$ cat src/rtl/beep_pkg.sv
// Shared definitions for the melody sequencer: state encoding, tone codes,
// tone frequency table and the period helper used to build the ARR table.
package beep_pkg;

   localparam int TONE_W = 4;
   localparam int DUR_W  = 8;

   // Sequencer state encoding
   localparam logic [2:0] S_IDLE = 3'd0;
   localparam logic [2:0] S_LOAD = 3'd1;
   localparam logic [2:0] S_PLAY = 3'd2;
   localparam logic [2:0] S_GAP  = 3'd3;
   localparam logic [2:0] S_FIN  = 3'd4;

   // Tone codes; 0 and 15 are rests
   localparam logic [3:0] T_REST = 4'd0;
   localparam logic [3:0] T_C4   = 4'd1;
   localparam logic [3:0] T_D4   = 4'd2;
   localparam logic [3:0] T_E4   = 4'd3;
   localparam logic [3:0] T_F4   = 4'd4;
   localparam logic [3:0] T_G4   = 4'd5;
   localparam logic [3:0] T_A4   = 4'd6;
   localparam logic [3:0] T_B4   = 4'd7;
   localparam logic [3:0] T_C5   = 4'd8;

   // Tone frequencies in Hz, indexed by tone code (0 = rest)
   localparam int unsigned TONE_FREQ [16] = '{
      0, 262, 294, 330, 349, 392, 440, 494,
      524, 588, 660, 698, 784, 880, 988, 0
   };

   // PWM period in clocks for a tone; rests get the minimum legal period
   function automatic logic [31:0] tone_arr(input logic [3:0] code,
                                            input int unsigned clk_freq);
      int unsigned f;
      int unsigned p;
      f = TONE_FREQ[code];
      if (f == 0) return 32'd2;
      p = clk_freq / f;
      return (p < 2) ? 32'd2 : p;
   endfunction

endpackage

$ cat src/rtl/beep_melody_rom.sv
// Song storage: combinational note list, {tone, dur} per address.
// An entry with dur == 0 marks the end of the song.
module beep_melody_rom
   import beep_pkg::*;
#(
   parameter int SONG = 0,
   parameter int AW   = 5
)(
   input  logic [AW-1:0]     addr,
   output logic [TONE_W-1:0] tone,
   output logic [DUR_W-1:0]  dur
);

   // Song table lookup; unlisted addresses read as end markers
   always_comb begin
      tone = T_REST;
      dur  = '0;
      if (SONG == 1) begin
         case (int'(addr))
            0:       begin tone = T_A4;   dur = 8'd2; end
            1:       begin tone = T_C4;   dur = 8'd1; end
            default: begin tone = T_REST; dur = 8'd0; end
         endcase
      end else if (SONG == 2) begin
         case (int'(addr))
            0:       begin tone = T_A4;   dur = 8'd2; end
            1:       begin tone = T_REST; dur = 8'd3; end
            2:       begin tone = T_C5;   dur = 8'd1; end
            3:       begin tone = T_E4;   dur = 8'd1; end
            default: begin tone = T_REST; dur = 8'd0; end
         endcase
      end else begin
         case (int'(addr))
            0:       begin tone = T_C4;   dur = 8'd2; end
            1:       begin tone = T_C4;   dur = 8'd2; end
            2:       begin tone = T_G4;   dur = 8'd2; end
            3:       begin tone = T_G4;   dur = 8'd2; end
            4:       begin tone = T_A4;   dur = 8'd2; end
            5:       begin tone = T_A4;   dur = 8'd2; end
            6:       begin tone = T_G4;   dur = 8'd4; end
            7:       begin tone = T_F4;   dur = 8'd2; end
            8:       begin tone = T_F4;   dur = 8'd2; end
            9:       begin tone = T_E4;   dur = 8'd2; end
            10:      begin tone = T_E4;   dur = 8'd2; end
            11:      begin tone = T_D4;   dur = 8'd2; end
            12:      begin tone = T_D4;   dur = 8'd2; end
            13:      begin tone = T_C4;   dur = 8'd4; end
            14:      begin tone = T_B4;   dur = 8'd0; end
            default: begin tone = T_REST; dur = 8'd0; end
         endcase
      end
   end

endmodule

$ cat src/rtl/beep_melody_seq.sv
// Melody sequencer driving the PWM beeper: walks the note ROM, holds each
// note for dur units, inserts a silent gap, supports loop/stop/volume.
module beep_melody_seq
   import beep_pkg::*;
#(
   parameter int unsigned CLK_FREQ = 50_000_000,
   parameter int unsigned UNIT_CYC = 3_125_000,
   parameter int unsigned GAP_CYC  = 250_000,
   parameter int          NOTE_NUM = 32,
   parameter int          SONG     = 0,
   parameter int          IDX_W    = $clog2(NOTE_NUM)
)(
   input  logic             sys_clk,
   input  logic             sys_rst,
   input  logic             start,
   input  logic             stop,
   input  logic             loop_en,
   input  logic [1:0]       vol,
   output logic             pwm_gen_en,
   output logic [31:0]      counter_arr,
   output logic [31:0]      counter_ccr,
   output logic             busy,
   output logic [IDX_W-1:0] note_idx,
   output logic             done
);

   logic [2:0]        state;
   logic [31:0]       cyc_cnt;   // unit cycles during PLAY, gap cycles during GAP
   logic [DUR_W-1:0]  unit_cnt;  // remaining duration units after the current one
   logic              rest_q;
   logic [TONE_W-1:0] rom_tone;
   logic [DUR_W-1:0]  rom_dur;
   logic [31:0]       arr_tab [16];
   logic [31:0]       ld_arr;
   logic              last_idx;

   beep_melody_rom #(.SONG(SONG), .AW(IDX_W)) u_rom (
      .addr (note_idx),
      .tone (rom_tone),
      .dur  (rom_dur)
   );

   // Periods are constant per tone, so the divide folds away at elaboration
   for (genvar g = 0; g < 16; g++) begin : g_arr
      assign arr_tab[g] = tone_arr(4'(g), CLK_FREQ);
   end

   assign ld_arr     = arr_tab[rom_tone];
   assign last_idx   = (note_idx == IDX_W'(NOTE_NUM - 1));
   assign busy       = (state != S_IDLE);
   assign done       = (state == S_FIN);
   assign pwm_gen_en = (state == S_PLAY) && !rest_q;

   // Sequencer FSM with nested unit/cycle counters; stop overrides everything
   always_ff @(posedge sys_clk) begin
      if (sys_rst) begin
         state       <= S_IDLE;
         note_idx    <= '0;
         counter_arr <= '0;
         counter_ccr <= '0;
         cyc_cnt     <= '0;
         unit_cnt    <= '0;
         rest_q      <= 1'b0;
      end else if (stop && state != S_IDLE) begin
         state    <= S_IDLE;
         note_idx <= '0;
      end else begin
         case (state)
            S_IDLE: if (start) begin
               state    <= S_LOAD;
               note_idx <= '0;
            end
            S_LOAD: begin
               if (rom_dur == '0) begin
                  if (loop_en) begin
                     note_idx <= '0;
                     state    <= S_LOAD;
                  end else begin
                     state <= S_FIN;
                  end
               end else begin
                  counter_arr <= ld_arr;
                  counter_ccr <= ld_arr >> ({1'b0, vol} + 3'd1);
                  rest_q      <= (rom_tone == 4'd0) || (rom_tone == 4'd15);
                  cyc_cnt     <= 32'(UNIT_CYC - 1);
                  unit_cnt    <= rom_dur - 1'b1;
                  state       <= S_PLAY;
               end
            end
            S_PLAY: begin
               if (cyc_cnt == '0) begin
                  if (unit_cnt == '0) begin
                     cyc_cnt <= 32'(GAP_CYC - 1);
                     state   <= S_GAP;
                  end else begin
                     unit_cnt <= unit_cnt - 1'b1;
                     cyc_cnt  <= 32'(UNIT_CYC - 1);
                  end
               end else begin
                  cyc_cnt <= cyc_cnt - 1'b1;
               end
            end
            S_GAP: begin
               if (cyc_cnt == '0) begin
                  if (!last_idx) begin
                     note_idx <= note_idx + 1'b1;
                     state    <= S_LOAD;
                  end else if (loop_en) begin
                     note_idx <= '0;
                     state    <= S_LOAD;
                  end else begin
                     state <= S_FIN;
                  end
               end else begin
                  cyc_cnt <= cyc_cnt - 1'b1;
               end
            end
            S_FIN: begin
               note_idx <= '0;
               state    <= S_IDLE;
            end
            default: state <= S_IDLE;
         endcase
      end
   end

endmodule

$ cat config.mk
export PLATFORM = sky130hd
export DESIGN_NAME = beep_melody_seq
export DESIGN_NICKNAME = d
export VERILOG_FILES = /design/src/rtl/beep_pkg.sv /design/src/rtl/beep_melody_rom.sv /design/src/rtl/beep_melody_seq.sv
export SDC_FILE = /design/constraint.sdc
export NUM_CORES = 1
export LEC_CHECK = 0
export BUFFER_PORTS_ARGS = -buffer_cell sky130_fd_sc_hd__buf_2
export CORE_ASPECT_RATIO = 2
export CORE_MARGIN = 2
export CORE_UTILIZATION = 46
export DETAILED_ROUTE_END_ITERATION = 7
export PLACE_DENSITY = 0.74
export SLEW_MARGIN = 20
export SYNTH_ARGS = -nofsm -noshare
export SYNTH_HDL_FRONTEND = slang
export SYNTH_SLANG_ARGS = --single-unit
$ cat constraint.sdc
create_clock -name sys_clk -period 3.79 [get_ports sys_clk]
set_input_delay 0.379 -clock sys_clk [delete_from_list [all_inputs] [get_ports sys_clk]]
set_output_delay 0.379 -clock sys_clk [all_outputs]
set_load 0.05 [all_outputs]
== After elaboration in Yosys (flattened, before gate mapping) ==
Memory sizes are Yosys's and may differ from the RTL's. A register that Yosys moved wholly into a read port is not among the register bits.
Cells that the tools add are included.

* Add/subtract/negate cells: 5
* Magnitude comparators: 1
* Equal/unequal tests: 14
* Shift operators: 1
* Muxes and demuxes: 28
* Bitwise logic cells: 3
* Reduce and logical (&&, ||, !) cells: 19

{| class="wikitable"
|+ Operators by type and width
! operator !! count
|-
| $mux 32 || 5
|-
| $pmux 32 s3 || 1
|-
| $logic_not 32->1 || 1
|-
| $shr 32x3->32 || 1
|-
| $sub 32x1->32 const B || 1
|-
| $mux 5 || 5
|-
| $mux 8 || 3
|-
| $mux 22 || 1
|-
| $mux 3 || 7
|-
| $pmux 5 s4 || 1
|-
| $logic_not 8->1 || 2
|-
| $pmux 8 s2 || 1
|-
| $sub 8x1->8 const B || 2
|-
| $mux 12 || 1
|-
| $ne 2x2->1 const B || 6
|-
| $pmux 3 s4 || 1
|-
| $reduce_and 4->1 || 3
|-
| $mux 4 || 2
|-
| $eq 3x2->1 const B || 2
|-
| $reduce_bool 3->1 || 2
|-
| $add 5x1->5 const B || 1
|-
| $eq 5x5->1 const B || 1
|-
| $ge 5x5->1 const B || 1
|-
| $not 4->5 || 1
|-
| other kinds (16) || 19
|}

* Bits in registers: 113
* Bits in read-only memories: 592
* Input port bits: 7
* Output and inout bits: 72
* Logic and storage cells: 80
* Memories: 2

{| class="wikitable"
|+ Memories
! name !! words !! bits a word !! rd ports !! clocked after Yosys merged registers in !! write ports !! line !! RTL
|-
| (name not given) || 16 || 32 || 1 || 0 || 0 || beep_melody_seq.sv:48 || <nowiki>assign ld_arr = arr_tab[rom_tone];</nowiki>
|-
| (name not given) || 16 || 5 || 1 || 1 || 0 || beep_melody_rom.sv:33 || <nowiki>case (int'(addr))</nowiki>
|}

== Longest topological paths before layout ==
* Depth after elaboration: 6
* Depth in mapped cells: 12
* Depth with buffers taken out: 12

== Modules after synthesis ==
Synthesis repeated with hierarchy kept, for this count alone.

* Cell total of the unflattened synthesis: 724
* Area, all modules: 5602.9 um^2

{| class="wikitable"
|+ Modules (own cells, without submodules)
! module !! instances !! cells an instance !! area an instance (um^2) !! seq. area each (um^2)
|-
| beep_melody_seq || 1 || 693 || 5372.7 || 1681.6
|-
| beep_melody_rom || 1 || 31 || 230.2 || 0.0
|}

== Worst setup path after synthesis ==
OpenSTA, ideal clock, no wires.

* Path type: register to register
* Start point: register note_idx[0]
* End point: register (tool-made name)
* Setup time: 70 ps
* Arrival time: 2723 ps
* Data required time: 3720 ps
* Path slack: 997 ps
* Stages on the path, launching flop included: 11
* Path buffers: 0
* Clock period less this slack: 2793 ps
* Path through: dfxtp_1 -> ha_1 -> and3_1 -> ha_1 -> or4_1 -> or3_1 -> o22a_1 -> a21boi_1 -> inv_1 -> nand2_1 -> a21oi_1

{| class="wikitable"
|+ RTL lines
! what !! line !! RTL
|-
| from (decl) || beep_melody_seq.sv:23 || <nowiki>output logic [IDX_W-1:0] note_idx,</nowiki>
|-
| from (signal assigned) || beep_melody_seq.sv:106 || <nowiki>note_idx <= note_idx + 1'b1;</nowiki>
|}

== Final worst setup path ==
* Start point: register cyc_cnt[0]
* End point: register cyc_cnt[6]

* Word-level cells in the longest chain between the ends: 3
* Elaborated cells on any way between the ends: 7
* Those cells by class: add/sub (1); eq/ne (1); mux (3); reduce/logical (2)

{| class="wikitable"
|+ Ends and longest elaborated chain
! what !! line !! RTL
|-
| from (decl) || beep_melody_seq.sv:28 || <nowiki>logic [31:0] cyc_cnt;</nowiki>
|-
| from (signal assigned) || beep_melody_seq.sv:85 || <nowiki>cyc_cnt <= 32'(UNIT_CYC - 1);</nowiki>
|-
| from (signal assigned) || beep_melody_seq.sv:93 || <nowiki>cyc_cnt <= 32'(GAP_CYC - 1);</nowiki>
|-
| from (signal assigned) || beep_melody_seq.sv:97 || <nowiki>cyc_cnt <= 32'(UNIT_CYC - 1);</nowiki>
|-
| $sub 32x1->32 / $logic_not 32->1 (equally long branches) || n/a ||
|-
| $mux 32, or another cell as far along || beep_melody_seq.sv:104 || <nowiki>if (cyc_cnt == '0) begin</nowiki>
|-
| $pmux 32 s3 / $reduce_and 4->1 (equally long branches) || n/a ||
|}

Parallel ways exist; a longest one is shown, timed or not. The select of a mux whose other input is x is not followed.
A chain may end at the register's enable or synchronous reset.

==> flow_summary.json <==
{
  "pre_cts_slack_ns": 0.430,
  "n_fill_cell": 1005,
  "total_leakage_power_nw": 2.25,
  "cp.required_ns": 4.00,
  "yosysTopAreaCell": "dfxtp_1",
  "comb_power_share_pct": 30.8,
  "insertion_delay_ns": 0.35,
  "critPathMaxFanout": 14,
  "ys_types": 62,
  "ys.flop_type": "dfxtp_1",
  "drt_pass1_iterations": 5,
  "cts_buffers": 9,
  "hold_buffers": 0,
  "maxSlewViolCount": 0,
  "ios": 79,
  "regArea_um2": 1720,
  "p_int_mw": 1.70,
  "clk_pin_slew_ns": 0.07,
  "htree_levels": 3,
  "syn_avg_cell_area_um2": 7.73,
  "place_area_um2": 5170,
  "hold_class": "in2reg",
  "synth_edf_count": 0,
  "post-cts-setup-buffer-count": 0,
  "postSynthCellCount": 645,
  "switching_share_pct": 39.3,
  "drtAntennaViolNets": 0,
  "viasPerCell": 5.79,
  "rsz0062_at_grt": "no",
  "grt_max_degree": 65,
  "setup_ws_ns": 0.392,
  "antenna_cells": 0,
  "ys_ff_latch": 86,
  "cts_tree": "built",
  "initial_utilization_pct": 47.3,
  "worst-setup-path-type": "reg2reg",
  "relSlewSlack_pct": 48.4,
  "drt-wirelength-per-cell_um": 17.0,
  "arrival_ns": 3.60,
  "status": "finished, final reports clean",
  "p_total_mw": 2.79,
  "portBuffers": 49,
  "dp_hpwl_mm": 10.4,
  "worst_setup_path_end_kind": "register",
  "placed_cells": 797,
  "tightest_slew_ns": 0.774,
  "synthesis.area_um2": 4980,
  "p_clk_share_pct": 31.5,
  "min_period_ns": 3.40,
  "layout_commonest_cell": "nor2_1",
  "clock_path_buffers": 2,
  "p_sw_mw": 1.10,
  "startpoint_type": "register",
  "finalHoldViolCount": 0,
  "layout_common_cells": "91 x nor2_1, 86 x dfxtp_1, 60 x nand2_1, 59 x a21oi_1, 49 x buf_2",
  "tns_ns": 0,
  "postCtsResizedCells": 0,
  "fin_util_pct": 51.8,
  "gp_congestion": 0.960,
  "yosys_warnings": 0,
  "seq_area_frac_synth_pct": 34.5,
  "async_flop_share_pct": 0,
  "drive_gt1_share_pct": 13.2,
  "worst_ir_drop_vdd_mv": 0.465,
  "dieArea_um2": 11700,
  "drtIter0Drc": 205,
  "drt-total-wl_mm": 13.8,
  "dieHeight_um": 151,
  "grt_usage_pct": 24.5,
  "multi_input_area_um2": 2910,
  "clock_skew_ns": 0.0106,
  "fin_area_um2": 5460,
  "p_per_area_nw_per_um2": 511,
  "fin_nets": 693,
  "core-area_um2": 10500,
  "p_seq_share_pct": 37.7,
  "syn_to_final_growth_pct": 9.62,
  "hold_ws_ns": 0.374,
  "fmax_mhz": 294,
  "num_rows": 53,
  "grt_pass1_vias": 4601,
  "vias": 4709,
  "netlist.area_leader.share_pct": 34.5,
  "cts_root_buf": "clkbuf_16",
  "clock_sinks": 86,
  "setup_viol": 0,
  "instances_no_fill": 813,
  "post-route-drc-count": 0,
  "cap_violations": 0,
  "antenna_found_initial": 0,
  "netlist_top_cells_area": "dfxtp_1 35%, nor2_1 6.9%, a21oi_1 5.9%",
  "period_share_pct": 89.6,
  "dieWidth_um": 77.6,
  "grt_pass1_wl_mm": 22.7,
  "gr-total-overflow": 0
}
state kept, by name (all words and copies together) (netlist names), named ones only:
name	count
counter_arr	15
counter_ccr	17
note_idx	5
rest_q	1
state	3
cyc_cnt	32
unit_cnt	8
cell families after synthesis:
family / count (synthesis) / share of synthesized area (%)
AND/OR/NAND/NOR: 279 / 28.3
buffers and inverters: 86 / 9.21
other: 1 / 0.0752
adder cells (fa/ha/maj): 15 / 3.77
AO/OA/AOI/OAI: 151 / 19.1
multiplexers: 6 / 1.26
XOR/XNOR: 21 / 3.69
flip-flops: 86 / 34.5
synthesized netlist by cell type, types with 3 or more instances:
| cell | instances |
|---|---|
| nand2_1 | 60 |
| o21ai_0 | 19 |
| dfxtp_1 | 86 |
| buf_4 | 32 |
| nand4b_1 | 3 |
| nor2b_1 | 3 |
| a21o_1 | 6 |
| and2_1 | 6 |
| o31ai_1 | 4 |
| ha_1 | 15 |
| nor2_1 | 91 |
| nor3_1 | 35 |
| a211oi_1 | 24 |
| or3_1 | 8 |
| nand3_1 | 11 |
| a22oi_1 | 3 |
| nand3b_1 | 5 |
| xnor2_1 | 11 |
| a311oi_1 | 4 |
| nor3b_1 | 6 |
| xor2_1 | 10 |
| and3_1 | 4 |
| o31a_1 | 3 |
| mux2i_1 | 4 |
| nand2b_1 | 11 |
| clkbuf_1 | 34 |
| inv_1 | 16 |
| a21oi_1 | 59 |
| nor4_1 | 9 |
| nand4_1 | 5 |
| or4_1 | 5 |
| or4_4 | 4 |
| o211ai_1 | 7 |
| o22ai_1 | 4 |
worst paths after layout:
kind	slack, ns	cells after the start	from	end
max	0.39	9	cyc_cnt[0]	cyc_cnt[6]
min	0.37	3	loop_en	state[2]
max reg2reg	0.39	9	cyc_cnt[0]	cyc_cnt[6]
min reg2reg	0.45	2	counter_ccr[9]	counter_ccr[9]
layer usage:
| metal | up-vias | share of wire (%) | GRT usage (%) |
|---|---|---|---|
| met4 | 0 | 6.1 | 16.5 |
| li1 | 2275 | - | - |
| met1 | 2227 | 35 | 23.7 |
| met3 | 54 | 3.8 | 4.05 |
| met5 | - | 0 | 0 |
| met2 | 153 | 55 | 46.4 |
power by group through the flow:
| stage | Combinational, mW | Clock [mW] | Sequential (mW) |
|---|---|---|---|
| final | 0.860 | 0.881 | 1.05 |
| after floorplan | 0.600 | 0 | 1.15 |
| after global routing | 0.930 | 0.946 | 1.06 |
| after CTS | 0.852 | 0.900 | 1.05 |
| after detailed placement | 0.847 | 0 | 1.07 |
| after global placement | 0.837 | 0 | 1.07 |
worst max-delay path, cell delays in order, from the launching register on:
cell and delay (ns):
dfxtp_1 0.34, inv_1 0.07, ha_1 0.20, or3b_2 0.52, nor2_1 0.31, nand4_1 0.50
o31a_1 0.41, or3_1 0.37, nand2b_1 0.43, nor2_1 0.12
final cells by class:
cell class | instances | share of cell area, %
multi-input cells | 501 | 53.3
flip-flops and latches | 86 | 31.5
repair buffers | 56 | 5.45
clock buffers | 9 | 4.12
well taps | 137 | 3.14
clock inverters | 7 | 1.26
inverters | 17 | 1.17
Power figures use the tool's default switching activity.
